`config.mk`:
```
export PLATFORM = sky130hd
export DESIGN_NAME = multi_blocker
export DESIGN_NICKNAME = d
export VERILOG_FILES = /design/src/rtl/multi_blocker.sv
export SDC_FILE = /design/constraint.sdc
export NUM_CORES = 1
export LEC_CHECK = 0
export CAP_MARGIN = 10
export CELL_PAD_IN_SITES_DETAIL_PLACEMENT = 1
export CELL_PAD_IN_SITES_GLOBAL_PLACEMENT = 2
export CORE_ASPECT_RATIO = 0.75
export CORE_MARGIN = 2
export CORE_UTILIZATION = 29
export CTS_CLUSTER_SIZE = 40
export DETAILED_ROUTE_END_ITERATION = 16
export PLACE_DENSITY = 0.81
export REMOVE_ABC_BUFFERS = 1
export SLEW_MARGIN = 40
export SYNTH_ARGS = -nofsm -noshare
export SYNTH_HDL_FRONTEND = slang
export SYNTH_SLANG_ARGS = --single-unit
```
`constraint.sdc`:
```
create_clock -name clk -period 2.6 [get_ports clk]
set_clock_uncertainty 0.15 [all_clocks]
set_input_delay 0.39 -clock clk [delete_from_list [all_inputs] [get_ports clk]]
set_output_delay 0.39 -clock clk [all_outputs]
set_load 0.01 [all_outputs]
```
`src/rtl/multi_blocker.sv`:
```
// multi_blocker: shared-pool-drain blocking window gating per-channel ack&trig into registered block outputs,
// with optional post-window cooldown and per-channel saturating block-edge counters.
module multi_blocker #(
    parameter int NUM_CH          = 4,
    parameter int SLOT_COUNT      = 8,
    parameter int TIMEOUT_W       = 6,
    parameter int COOLDOWN_CYCLES = 0,
    parameter int CNT_W           = 8
) (
    input  logic                    clk,
    input  logic                    rst,
    input  logic [SLOT_COUNT-1:0]   slot_valid,
    input  logic                    stall,
    input  logic [NUM_CH-1:0]       ack,
    input  logic [NUM_CH-1:0]       trig,
    input  logic [NUM_CH-1:0]       ch_en,
    input  logic [NUM_CH-1:0]       cfg_sticky,
    input  logic [TIMEOUT_W-1:0]    cfg_timeout,
    input  logic                    cnt_clr,
    output logic [NUM_CH-1:0]       block,
    output logic                    window_active,
    output logic                    expire,
    output logic [NUM_CH*CNT_W-1:0] block_cnt
);
    typedef enum logic [1:0] {IDLE, WINDOW, COOLDOWN} state_t;
    state_t state, state_nxt;
    logic [TIMEOUT_W-1:0] cnt, cnt_nxt, lim, lim_nxt;
    logic [NUM_CH-1:0] req, block_nxt;
    logic expire_nxt, in_win;
    assign req = ch_en & ack & trig;
    always_ff @(posedge clk) begin
        if (rst) begin
            state <= IDLE;
            cnt   <= '0;
            lim   <= '0;
        end else begin
            state <= state_nxt;
            cnt   <= cnt_nxt;
            lim   <= lim_nxt;
        end
    end
    always_comb begin
        state_nxt = state;
        cnt_nxt   = cnt;
        lim_nxt   = lim;
        case (state)
            IDLE: if (slot_valid == '0) begin
                state_nxt = WINDOW;
                cnt_nxt   = '0;
                lim_nxt   = cfg_timeout;
            end
            WINDOW: if (cnt < lim) begin
                cnt_nxt = cnt + {{(TIMEOUT_W-1){1'b0}}, ~stall};
            end else begin
                cnt_nxt   = '0;
                state_nxt = COOLDOWN_CYCLES > 0 ? COOLDOWN : IDLE;
            end
            COOLDOWN: if (int'(cnt) == COOLDOWN_CYCLES - 1) begin
                cnt_nxt   = '0;
                state_nxt = IDLE;
            end else begin
                cnt_nxt = cnt + TIMEOUT_W'(1);
            end
            default: state_nxt = IDLE;
        endcase
    end
    // sticky hold is masked by ch_en so disabling a channel clears it on the next edge
    always_comb begin
        in_win     = state == WINDOW && cnt < lim;
        expire_nxt = state == WINDOW && cnt >= lim;
        block_nxt  = state == IDLE ? (slot_valid == '0 ? req : '0)
                   : in_win ? (req | (block & cfg_sticky & ch_en)) : '0;
    end
    always_ff @(posedge clk) begin
        if (rst) begin
            block         <= '0;
            window_active <= 1'b0;
            expire        <= 1'b0;
            block_cnt     <= '0;
        end else begin
            block         <= block_nxt;
            window_active <= state_nxt == WINDOW;
            expire        <= expire_nxt;
            for (int i = 0; i < NUM_CH; i++) begin
                if (cnt_clr)
                    block_cnt[i*CNT_W +: CNT_W] <= '0;
                else if (block_nxt[i] && !block[i] && !(&block_cnt[i*CNT_W +: CNT_W]))
                    block_cnt[i*CNT_W +: CNT_W] <= block_cnt[i*CNT_W +: CNT_W] + CNT_W'(1);
            end
        end
    end
endmodule

```
== After elaboration in Yosys (flattened, before gate mapping) ==
Index checks and enable logic that the tools add are counted.
Word-level totals
  bits in registers: 52
  bits of input ports: 34
  output and inout bits: 38
  logic and storage cells: 65
Operators by class
  add/subtract/negate cells: 6
  order comparisons: 2
  equality and inequality tests: 4
  muxes and demuxes: 9
  bitwise gates (word level): 6
  reduce and logical (&&, ||, !) cells: 28
Operator list (count)
  8-bit by 1-bit adder with 8-bit output, second input constant: 4
  8-bit AND reduction: 4
  6-bit case mux with 3 select lines: 1
  4-bit bitwise AND: 4
  4-bit two-way mux: 3
  6-bit two-way mux: 2
  1-bit logical AND: 10
  1-bit logical NOT: 8
  8-bit logical NOT: 1
  6-bit by 1-bit adder with 6-bit output: 1
  6-bit by 1-bit adder with 6-bit output, second input constant: 1
  6-bit >= comparator: 1
  6-bit < comparator: 1
  2-bit case mux with 3 select lines: 1
  2-bit by 1-bit equality test with 1-bit output, second input constant: 2
  2-bit two-way mux: 2
  4-bit OR: 1
  2-bit AND reduction: 2
  3-bit nonzero test: 1
  2-bit equality test, second input constant: 1
  2-bit logical NOT: 1
  2-bit by 1-bit != test with 1-bit output, second input constant: 1
  2-bit OR reduction: 1
  1-bit NOT: 1

== Depth between registers and ports, before layout ==
  depth in word-level cells: 7
  depth in mapped cells: 9
  mapped depth without buffers: 7

== Least setup slack after synthesis ==
OpenSTA, ideal clock, no wires.
  kind: register -> register
  from: reg cnt[3]
  to: reg block_cnt[11]
  library setup time: 70 ps
  data arrival time: 2077 ps
  data required time: 2380 ps
  slack: 302 ps
  cell stages (with the launch flop): 8
  buffers on the path: 1
  clock period less this slack: 2298 ps
  cell sequence: dfxtp_1 ha_1 a21oi_2 o21ai_2 o31a_4 buf_6 or4_1 a21oi_1
On the way
  word-level cells in the longest chain between the ends: 6
Ends and longest elaborated chain
  start: declaration: RTL line 27  | logic [TIMEOUT_W-1:0] cnt, cnt_nxt, lim, lim_nxt;
  start signal: assignment: RTL line 38  | cnt <= cnt_nxt;
  6-bit < comparator: RTL line 69  | in_win = state == WINDOW && cnt < lim;
  1-bit logical AND: RTL line 69
  4-bit two-way mux: RTL line 72  | : in_win ? (req | (block & cfg_sticky & ch_en)) : '0;
  4-bit two-way mux: RTL line 71  | block_nxt = state == IDLE ? (slot_valid == '0 ? req : '0)
  1-bit logical AND (2 in a row): RTL line 87  | else if (block_nxt[i] && !block[i] && !(&block_cnt[i*CNT_W +: CNT_W]))
  end signal: indexed assignment: RTL line 88  | block_cnt[i*CNT_W +: CNT_W] <= block_cnt[i*CNT_W +: CNT_W] + CNT_W'(1);
  end: declaration: RTL line 23  | output logic [NUM_CH*CNT_W-1:0] block_cnt
Every way passes these cells.
A chain may end at the register's enable or synchronous reset.

== Final worst setup path ==
  from: reg lim[5]
  to: reg block_cnt[13]
On the way
  word-level cells in the longest chain between the ends: 6
Ends and longest elaborated chain
  start: declaration: RTL line 27
  start signal: assignment: RTL line 39  | lim <= lim_nxt;
  6-bit < comparator: RTL line 69
  1-bit logical AND: RTL line 69
  4-bit two-way mux: RTL line 72
  4-bit two-way mux: RTL line 71
  1-bit logical AND (2 in a row): RTL line 87
Every way passes these cells.

==> reports/metrics.yaml <==
die:
  dieArea_mm2: 0.0114
  ios: 72
  rows: 32
  core_area_mm2: 0.0102
  die_w_um: 122
  start_util_pct: 29.7
  die_y_um: 92.8
grt:
  grt_pass1_vias: 3109
  grt_pass1_wl_um: 15600
  antenna_found_initial: 0
  grt_max_degree: 35
  overflow: 0
  grt_usage_pct: 17.3
timing:
  max_freq_ghz: 0.417
  period_share_pct: 92.3
  hold_violations: 0
  period_needed_ns: 2.40
  tns_ns: 0
  hold_ws_ns: 0.305
  setup_viol: 0
  worst_pin_slew_ns: 0.354
  slew_viol_final: 0
  rsz0062_at_grt: "false"
  relSlewSlack_pct: 75.8
synthesis:
  synth-edff-count: 0
  syn_avg_cell_area_um2: 8.61
  synth.distinct_cells: 57
  yosys_warnings: 0
  async_flop_share_pct: 0
  synth_seq_cells: 52
  synth_flop_cell: "dfxtp_1"
  netlist_instances: 354
  syn-cell-area_mm2: 0.00305
  ys_seq_area_share_pct: 34.2
clock_network:
  tritoncts: "yes"
  clk_pin_slew_ns: 0.07
  cts_buffers: 5
  cts_resized: 0
  clock_path_buffers: 2
  cts_root_buf: "clkbuf_16"
  clk_latency_ns: 0.30
  holdBufCountCts: 0
  postCtsSetupBuffers: 0
  cts_max_level: 2
  clock-sinks: 52
finish:
  seqCellArea_mm2: 0.00104
  multi_input_area_mm2: 0.00188
  area_growth_pct: 36.7
  fin_nets: 491
  n_antenna_cell: 0
  final_layout_size_suffix_gt1_share_pct: 9.79
  fin_util_pct: 40.6
  finalNonFillerCells: 575
  filler_cell_count: 1220
setup_path:
  critical_path_class: "flip-flop to flip-flop"
  crit_fanout: 34
  endpoint_kind: "flip-flop"
  reg2reg_depth: 7
  start_kind: "flip-flop"
  crit_required_ns: 2.68
  crit_arrival_ns: 2.47
placed_design:
  routabilityCongestion: 0.819
  dpl.hpwl_um: 7120
  port_buffers: 71
  placed_cells: 568
routing:
  drt_iter0_markers: 97
  wirelength_um: 9330
  wl_per_cell_um: 16.2
  ant_nets: 0
  first_pass_iters: 4
  viasPerCell: 5.38
  drc: 0
  num_vias: 3094
status:
  status: "finished, final reports clean"
pwr:
  p_per_area_mw_per_mm2: 385
  vdd_drop_max_mv: 0.271
  total_power_mw: 1.60
  leakage_nw: 1.40
min_path:
  min_path_type: "flip-flop to flip-flop"
  holdPathStages: 2
flow_run:
  maxCapViolations: 0
## critical path, cell delays in order (launching register included)
cell     delay (ns)
dfxtp_1        0.34
inv_1          0.05
ha_1           0.32
a21oi_2        0.16
o21ai_2        0.08
o31a_4         0.49
or4_1          0.56
a21oi_1        0.17
## path summary, 6_finish.rpt
check | start | end | slack, ns
setup reg to reg | lim[5]$_SDFFE_PP0P_ | block_cnt[13]$_SDFFE_PP0P_ | 0.20
hold / removal | lim[1]$_SDFFE_PP0P_ | lim[1]$_SDFFE_PP0P_ | 0.30
setup / recovery | lim[5]$_SDFFE_PP0P_ | block_cnt[13]$_SDFFE_PP0P_ | 0.20
hold reg to reg | lim[1]$_SDFFE_PP0P_ | lim[1]$_SDFFE_PP0P_ | 0.30
## cell type report
cell class,count,area share [%]
clock buffer,6,3.34
inverter,18,1.62
clock inverter,1,0.210
multi-input combinational,271,45.1
timing repair buffer,91,20.7
tap,136,4.09
sequential,52,25.0
## placed cells by master (no fill, tap or decap), drive strengths merged, types with 9 or more instances in the layout
master and count:
clkdlybuf4s50 71, dfxtp 52, nand2 36, a21oi 32, buf 20, inv 18, ha 18, o31ai 16
nor2 15, nand3 15, or3 11, nor3 9, and3 9, o21ai 9
## synth_stat cells, types with 5 or more instances
cell      count  area (um^2)
nand4b_1      5         43.8
nor3b_1       5         37.5
dfxtp_1      52         1040
nand3_1      14         70.1
and2_1        6         37.5
or4_1         8         60.1
and4_1        5         43.8
nand4_1       8         50.1
o21ai_0       8         40.0
nand2_1      36          135
a21oi_1      29          145
or3_1        10         62.6
inv_1        18         67.6
clkbuf_1      7         26.3
o31ai_1      16          120
a31oi_1       6         37.5
nor2_1       15         56.3
nand2b_1      5         31.3
and3_1        9         56.3
a211oi_1      5         37.5
nor3_1        9         45.0
ha_1         18          225
## report_power, final
part | switching (mW) | leakage [nW] | internal, mW
Sequential | 0.000219 | 0.419 | 0.796
Combinational | 0.0486 | 0.904 | 0.0610
Clock | 0.315 | 0.0729 | 0.381
Total | 0.364 | 1.40 | 1.24
## cells by family after synthesis
| group | Yosys count | share of synthesized area [%] |
|---|---|---|
| AOI/OAI and AO/OA | 91 | 21.1 |
| buffers and inverters | 31 | 4.39 |
| adders and majority gates | 18 | 7.39 |
| and+or+nand+nor | 157 | 31.4 |
| muxes | 4 | 1.31 |
| DFF | 52 | 34.2 |
| xor gates and xnor gates | 1 | 0.288 |
## registers in the layout (all words and copies together), names as in the netlist
signal / count
state: 2
block_cnt: 32
cnt: 6
expire: 1
window_active: 1
lim: 6
block: 4
## metrics by stage
step	instance area, um^2	setup slack, ns
after floorplan	2980	0.00731
after global placement	4020	0.0224
after detailed placement	4020	-0.0342
after CTS	4160	0.198
after global routing	4160	0.0213
final	4160	0.201
## layer usage
metal	vias to the layer above	GRT usage, %	share of wire [%]
met5	-	0	0
met4	0	4.02	0.73
met3	5	2.83	4.0
met2	70	25.7	43
met1	1505	25.8	52
li1	1514	-	-
No activity file was read; power rests on OpenSTA's default activity.
